==> src/rtl/tpu_pkg.sv <==
`default_nettype none
// ============================================================================
// Module   : tpu_pkg
// Purpose  : Shared constants and types for the TPU tile control path.
// Revision : 1.0 - initial release
// ============================================================================
package tpu_pkg;

  // Array geometry feeding the pipeline-latency derivation
  localparam int MATRIX_SIZE = 8;
  localparam int NUM_PE_ROWS = 8;

  // UB read (1) + input skew and output deskew (2*(N-1)) + array rows
  localparam int PIPE_LAT_DEFAULT = 1 + 2 * (MATRIX_SIZE - 1) + NUM_PE_ROWS;

  // Default port widths
  localparam int ADDRESSSIZE_DEFAULT = 10;
  localparam int WADDR_BW_DEFAULT    = 2;
  localparam int CNT_BW_DEFAULT      = 10;

  // Tile sequencer states
  typedef enum logic [2:0] {
    ST_IDLE   = 3'd0,
    ST_WADDR  = 3'd1,
    ST_WLOAD  = 3'd2,
    ST_STREAM = 3'd3,
    ST_DRAIN  = 3'd4,
    ST_DONE   = 3'd5
  } state_t;

endpackage
`default_nettype wire

==> src/rtl/tpu_valid_pipe.sv <==
`default_nettype none
// ============================================================================
// Module   : tpu_valid_pipe
// Purpose  : DEPTH-stage 1-bit shift register tracking in-flight activations.
//            tail fires DEPTH cycles after din; near_tail one cycle earlier;
//            pending flags any bit that has not yet reached the tail.
// Revision : 1.0 - initial release
// ============================================================================
module tpu_valid_pipe #(
  parameter int DEPTH = 23
) (
  input  logic clk,
  input  logic rst,
  input  logic din,
  output logic tail,
  output logic near_tail,
  output logic pending
);

  logic [DEPTH-1:0] stages;

  // Shift valid bits toward the tail; reset clears everything in flight
  always_ff @(posedge clk or posedge rst) begin
    if (rst) begin
      stages <= '0;
    end else begin
      stages <= {stages[DEPTH-2:0], din};
    end
  end

  assign tail      = stages[DEPTH-1];
  assign near_tail = stages[DEPTH-2];
  // Excludes the tail so the owner can finish in the same cycle as the last write
  assign pending   = |stages[DEPTH-2:0];

endmodule
`default_nettype wire

==> src/rtl/tpu_tile_sequencer.sv <==
`default_nettype none
// ============================================================================
// Module   : tpu_tile_sequencer
// Purpose  : Turns one start command into the weight load, activation stream,
//            pipeline drain and result writes for a single tile.
// Revision : 1.0 - initial release
// ============================================================================
module tpu_tile_sequencer
  import tpu_pkg::*;
#(
  parameter int ADDRESSSIZE = ADDRESSSIZE_DEFAULT,
  parameter int WADDR_BW    = WADDR_BW_DEFAULT,
  parameter int CNT_BW      = CNT_BW_DEFAULT,
  parameter int PIPE_LAT    = PIPE_LAT_DEFAULT
) (
  input  logic                   clk,
  input  logic                   rst,
  input  logic                   start,
  input  logic [ADDRESSSIZE-1:0] ub_base,
  input  logic [ADDRESSSIZE-1:0] res_base,
  input  logic [CNT_BW-1:0]      num_vec,
  input  logic [WADDR_BW-1:0]    w_tile,
  output logic                   busy,
  output logic                   end_,
  output logic [ADDRESSSIZE-1:0] ub_address,
  output logic                   ub_rd,
  output logic [WADDR_BW-1:0]    fifo_address,
  output logic                   we_rl,
  output logic                   res_we,
  output logic [ADDRESSSIZE-1:0] res_address
);

  state_t                 state;
  logic [ADDRESSSIZE-1:0] ub_base_r;
  logic [ADDRESSSIZE-1:0] res_base_r;
  logic [CNT_BW-1:0]      num_vec_r;
  logic [CNT_BW-1:0]      issue_cnt;
  logic [CNT_BW-1:0]      res_cnt;
  logic                   pipe_tail;
  logic                   pipe_near_tail;
  logic                   pipe_pending;

  // Control FSM; every output is registered together with the state it belongs to
  always_ff @(posedge clk or posedge rst) begin
    if (rst) begin
      state        <= ST_IDLE;
      busy         <= 1'b0;
      end_         <= 1'b0;
      ub_rd        <= 1'b0;
      we_rl        <= 1'b0;
      ub_address   <= '0;
      fifo_address <= '0;
      ub_base_r    <= '0;
      res_base_r   <= '0;
      num_vec_r    <= '0;
      issue_cnt    <= '0;
    end else begin
      case (state)
        ST_IDLE: begin
          if (start) begin
            ub_base_r    <= ub_base;
            res_base_r   <= res_base;
            num_vec_r    <= num_vec;
            fifo_address <= w_tile;
            busy         <= 1'b1;
            state        <= ST_WADDR;
          end
        end
        ST_WADDR: begin
          // Weight SRAM data is valid now; tell the array to latch it
          we_rl <= 1'b1;
          state <= ST_WLOAD;
        end
        ST_WLOAD: begin
          we_rl <= 1'b0;
          if (num_vec_r != '0) begin
            ub_rd      <= 1'b1;
            ub_address <= ub_base_r;
            issue_cnt  <= CNT_BW'(1);
            state      <= ST_STREAM;
          end else begin
            end_  <= 1'b1;
            state <= ST_DONE;
          end
        end
        ST_STREAM: begin
          // issue_cnt counts addresses already on the bus, including this cycle's
          if (issue_cnt == num_vec_r) begin
            ub_rd <= 1'b0;
            state <= ST_DRAIN;
          end else begin
            ub_address <= ub_base_r + ADDRESSSIZE'(issue_cnt);
            issue_cnt  <= issue_cnt + CNT_BW'(1);
          end
        end
        ST_DRAIN: begin
          if (!pipe_pending) begin
            end_  <= 1'b1;
            state <= ST_DONE;
          end
        end
        ST_DONE: begin
          end_  <= 1'b0;
          busy  <= 1'b0;
          state <= ST_IDLE;
        end
        default: state <= ST_IDLE;
      endcase
    end
  end

  // Result address steps one cycle ahead so it lines up with the matching res_we
  always_ff @(posedge clk or posedge rst) begin
    if (rst) begin
      res_cnt     <= '0;
      res_address <= '0;
    end else if (state == ST_IDLE && start) begin
      res_cnt <= '0;
    end else if (pipe_near_tail) begin
      res_address <= res_base_r + ADDRESSSIZE'(res_cnt);
      res_cnt     <= res_cnt + CNT_BW'(1);
    end
  end

  tpu_valid_pipe #(
    .DEPTH(PIPE_LAT)
  ) u_valid_pipe (
    .clk      (clk),
    .rst      (rst),
    .din      (ub_rd),
    .tail     (pipe_tail),
    .near_tail(pipe_near_tail),
    .pending  (pipe_pending)
  );

  assign res_we = pipe_tail;

endmodule
`default_nettype wire

==> config.mk <==
export PLATFORM = sky130hd
export DESIGN_NAME = tpu_tile_sequencer
export DESIGN_NICKNAME = d
export VERILOG_FILES = /design/src/rtl/tpu_pkg.sv /design/src/rtl/tpu_valid_pipe.sv /design/src/rtl/tpu_tile_sequencer.sv
export SDC_FILE = /design/constraint.sdc
export NUM_CORES = 1
export LEC_CHECK = 0
export CORE_MARGIN = 5
export CORE_UTILIZATION = 40
export DETAILED_ROUTE_END_ITERATION = 16
export SLEW_MARGIN = 15
export SYNTH_ARGS = -nofsm -noshare
export SYNTH_HDL_FRONTEND = slang
export SYNTH_SLANG_ARGS = --single-unit
==> constraint.sdc <==
create_clock -name clk -period 3.49 [get_ports clk]
set_input_delay 0.5235 -clock clk [delete_from_list [all_inputs] [get_ports clk]]
set_output_delay 0.5235 -clock clk [all_outputs]
set_load 0.005 [all_outputs]
### Word-level counts from Yosys, hierarchy flattened

Index checks and enable logic that the tools add are counted.

* reductions and logical operators: 16
* bitwise logic cells: 1
* mux-type cells: 22
* equal/unequal tests: 12
* add/subtract/negate cells: 4

Operators by type and width (count)
* 10-bit 2-to-1 mux: 6
* 10-bit case mux with 2 select lines: 2
* 22-bit OR reduction: 1
* 10-bit by 1-bit adder with 10-bit output, second input constant: 2
* 10-bit adder: 2
* 3-bit case mux with 5 select lines: 1
* 3-bit 2-to-1 mux: 4
* 2-bit != test, second input constant: 6
* 3-bit AND reduction: 4
* 10-bit == test: 1
* 10-bit nonzero test: 1
* 2-bit nonzero test: 4
* 3-bit by 2-bit == test with 1-bit output, second input constant: 2
* 3-bit == test, second input constant: 2
* 1-bit case mux with 2 select lines: 3
* 2-bit AND reduction: 3
* 1-bit 2-to-1 mux: 5
* 3-bit by 1-bit == test with 1-bit output, second input constant: 1
* 3-bit logical NOT: 1
* 1-bit case mux with 3 select lines: 1
* 3-bit nonzero test: 1
* 1-bit logical AND: 1
* 1-bit NOT: 1

* bits of input ports: 35
* logic and storage cells: 69
* bits in registers: 102

### Logic depth before layout (Yosys ltp)

* depth in word-level cells: 4
* depth in mapped cells: 9

### By module

A second synthesis with hierarchy kept.

* cell total of the unflattened synthesis: 439
* area, all modules: 4947.2 um2

By module, submodules not included
* tpu_tile_sequencer: sequential area each 1976.9 um2, area each 4321.6 um2, cells each 408, times used 1
* tpu_valid_pipe: sequential area each 575.6 um2, area each 625.6 um2, cells each 31, times used 1

### Worst setup path before layout

OpenSTA, ideal clock, no wires.

* kind: register -> register
* from: reg issue_cnt[0]
* to: reg ub_address[8]
* path buffers: 0
* cell stages (with the launch flop): 9
* slack: 1.186 ns
* arrival time: 2.218 ns
* required time: 3.403 ns
* setup time: 0.087 ns
* clock period less this slack: 2.304 ns
* cells stage by stage: dfrtp_1 ha_1 fa_1 a21o_1 a211o_1 a2111oi_0 nor2_1 xnor2_1 o211ai_1

* cells in the longest elaborated chain, start to end: 3

Ends and longest elaborated chain
* start, declared: RTL line tpu_tile_sequencer.sv:37 `logic [CNT_BW-1:0] issue_cnt;`
* start signal, assigned: RTL line tpu_tile_sequencer.sv:93 `issue_cnt <= issue_cnt + CNT_BW'(1);`
* 10-bit adder or 10-bit == test (tied branches): RTL line tpu_tile_sequencer.sv:92, tpu_tile_sequencer.sv:88
* 10-bit 2-to-1 mux or 2-bit != test (tied branches)
* 10-bit case mux with 2 select lines or 3-bit AND reduction (tied branches)
* end signal, assigned: RTL line tpu_tile_sequencer.sv:78 `ub_address <= ub_base_r;`
* end signal, assigned: RTL line tpu_tile_sequencer.sv:92 `ub_address <= ub_base_r + ADDRESSSIZE'(issue_cnt);`
* end, declared: RTL line tpu_tile_sequencer.sv:25 `output logic [ADDRESSSIZE-1:0] ub_address,`

Several ways; a longest one is shown, not always the timed one. The select of a mux whose other input is x is not followed.
A chain may end at the register's enable or synchronous reset.

### Worst setup path in the final report

Same ends and word-level chain as after synthesis.

==> flow_summary.yaml <==
outcome:
  outcome: "finished clean"
yosys:
  netlist_area_um2: 4881
  synth_compound_area_share_pct: 11.41
  yosysWarnings: 0
  synth_area_leader_cell: "dfrtp_1"
  synth-simple-area-share_pct: 13.15
  synthCells: 434
  synth-adder-area-share_pct: 5.947
  synth-edff-count: 0
  ys_seq_elements: 102
  netlist.area_leader.share_pct: 52.29
  synthesis.nets: 491
  yosys.area_share.xor_xnor_pct: 5.922
  muxShareOfSynthArea_pct: 9.075
  synthArstFlopShare_pct: 100.0
  synth_top_family_by_area: "simple AND/OR/NAND/NOR gates"
  syn-mean-instance-area_um2: 11.25
  dominantRegCellSynth: "dfrtp_1"
  ys_types: 54
  yosys-top-cells-area: "dfrtp_1 52%, mux2_2 7.8%, ha_1 5.1%"
  seq_area_frac_synth_pct: 52.29
pwr:
  leakage_nw: 2.561
  pwr-share-seq_pct: 38.7
  p_int_mw: 3.548
  switching_share_pct: 37.27
  power_frac_comb_pct: 42.3
  vdd_drop_max_uv: 304.6
  power_density_nw_per_um2: 945.1
  power_frac_clock_pct: 19.0
  p_sw_mw: 2.108
clocking:
  clkSlewWorstSetupHoldPaths_ns: 0.08
  clock-sinks: 102
  hold_buffers: 0
  clockBufferDepth: 2
  cts_tree: "done"
  post_cts_resized: 0
  h-tree-depth: 3
  clk_latency_ns: 0.36
  cts_made_buffers: 9
  postCtsSetupBuffers: 0
  cts-root-buf: "clkbuf_16"
timing:
  period_minus_slack_ns: 2.526
  max_freq_ghz: 0.3959
  rsz0062_at_grt: "no"
  setup_viol_count_final: 0
  relSlewSlack_pct: 37.66
  finalHoldViolations: 0
  tightest_slew_ns: 0.9350
  fin_setup_tns_ns: 0
  fin_crit_sh_pct: 72.37
  fin_skew_ns: 0.01044
  final_max_slew_viol_count: 0
routing:
  route.vias.total: 3432
  drcViolationCount: 0
  drtAntennaViolNets: 0
  drt-wirelength-per-cell_um: 15.68
  drtIter0Drc: 144
  totalWireLength_um: 10190
  vias_per_cell: 5.280
  dr.pass1.iters: 4
cells_and_area:
  num-nets-final: 555
  final_util_pct: 49.82
  multi_input_area_um2: 2227
  drive_gt1_share_pct: 13.32
  antennaDiodeCount: 0
  fill_cells: 1110
  final_common_cell: "dfrtp_1"
  areaGrowthSynthToFinish_pct: 22.61
  layout_common_cells: "102 x dfrtp_1, 61 x clkdlybuf4s50_1, 39 x nand2_1"
  seq_area_um2: 2552
die:
  dieArea_um2: 14510
  start_util_pct: 40.64
  die_y_um: 120.5
  rows: 40
  die_w_um: 120.5
  core-area_um2: 12010
  io_pins: 62
global_routing:
  grt.busiest_layer: "met2"
  grt_max_degree: 78
  gr-usage-met3_pct: 4.303
  antenna_found_initial: 0
  grt_pass1_wl_um: 17320
  grt_use_total_pct: 15.04
  grt_overflow: 0
  grt_pass1_vias: 3580
  met2_usage_pct: 26.02
  met1_usage_pct: 17.96
critical_path:
  crit_type: "reg -> reg"
  cp.required_ns: 3.76
  critPathBufInv: 0
  cp_cell_sequence: "ha_1 -> fa_1 -> a21o_1 -> a211o_1 -> a2111oi_0 -> nor2_1 -> xnor2_1 -> o211ai_1"
  worstPathArrival_ns: 2.80
  crit_path_end_kind: "register"
  r2r_slack_ns: 0.96
  worstPathMaxFanout: 5
  path_delay_family: "compound AO/OA/AOI/OAI gates"
  startpoint_type: "register"
  max_stage_delay_ns: 0.44
  slowest_stage: "dfrtp_1"
placement:
  dpl.hpwl_um: 7295
  globalplace.congestion: 0.7913
  portBuffers: 61
worst_hold_path:
  min_path_type: "reg -> reg"
run:
  cap_viol_max_count: 0
==> final timing paths <==
path,endpoint,cells after the start,startpoint
hold reg to reg,u_valid_pipe.stages[17],0,u_valid_pipe.stages[16]
setup / recovery,ub_address[8],8,issue_cnt[0]
hold / removal,u_valid_pipe.stages[17],0,u_valid_pipe.stages[16]
min in group asynchronous,u_valid_pipe.stages[7],2,rst
setup reg to reg,ub_address[8],8,issue_cnt[0]
max in group asynchronous,res_address[5],3,rst
==> sequential cells by signal, summed over array words and instances (netlist names) <==
signal,cells
u_valid_pipe.stages,23
issue_cnt,10
num_vec_r,10
res_address,10
res_base_r,10
res_cnt,10
ub_address,10
ub_base_r,10
state,3
fifo_address,2
busy,1
end_,1
ub_rd,1
we_rl,1
==> final cells by class <==
type	count	area share (%)
Multi-Input combinational cell	307	37.22
Clock inverter	6	1.443
Inverter	12	0.7945
Tap cell	147	3.073
Sequential cell	102	42.65
Timing Repair Buffer	66	10.83
Clock buffer	10	3.993
==> metal layers <==
layer | vias to the layer above | routed length, µm
met1 | 1676 | 4492
li1 | 1674 | -
met3 | 14 | 490
met2 | 68 | 5048
met4 | 0 | 159
met5 | - | 0
==> worst reg2reg max path, cell delays in order, from the launching register on <==
cell	delay, ns
dfrtp_1	0.44
ha_1	0.25
fa_1	0.41
a21o_1	0.21
a211o_1	0.31
a2111oi_0	0.42
nor2_1	0.11
xnor2_1	0.14
o211ai_1	0.16
==> per-stage QoR <==
| stage | hold WS [ns] | total power [mW] | cell area, µm² | setup slack (ns) | cells |
|---|---|---|---|---|---|
| global route | 0.3923 | 6.146 | 5984 | 0.7776 | 650 |
| floorplan | 0.3519 | 3.813 | 4881 | 0.2910 | 434 |
| CTS | 0.3849 | 5.740 | 5984 | 0.9627 | 650 |
| finish | 0.3839 | 5.656 | 5984 | 0.9643 | 650 |
| detailed placement | 0.3620 | 4.625 | 5659 | 0.9591 | 634 |
| global placement | 0.3585 | 4.540 | 5659 | 1.076 | 634 |
==> cell families (layout without fill, tap and decap cells) <==
family,Yosys count,after routing
XOR/XNOR,33,33
AND/OR/NAND/NOR,125,125
adder cells (fa/ha/maj),22,22
AO/OA/AOI/OAI,87,87
flip-flops,102,102
multiplexers,40,40
buffers and inverters,25,94
==> cell usage after synthesis (7+ instances only) <==
cell,n
a21o_1,7
a21oi_1,15
clkbuf_1,7
dfrtp_1,102
ha_1,20
inv_1,11
mux2_2,34
nand2_1,39
nand3_1,10
nor2_1,28
nor3_1,7
nor4_1,7
o21ai_0,32
xnor2_1,12
xor2_1,21
==> power by group through the flow <==
stage,combinational (mW),clock (mW),sequential [mW]
after CTS,2.43,1.11,2.20
after global placement,2.34,0,2.20
final,2.39,1.08,2.19
after global routing,2.72,1.16,2.27
after detailed placement,2.41,0,2.21
after floorplan,1.75,0,2.06
No activity file was read; power rests on OpenSTA's default activity.
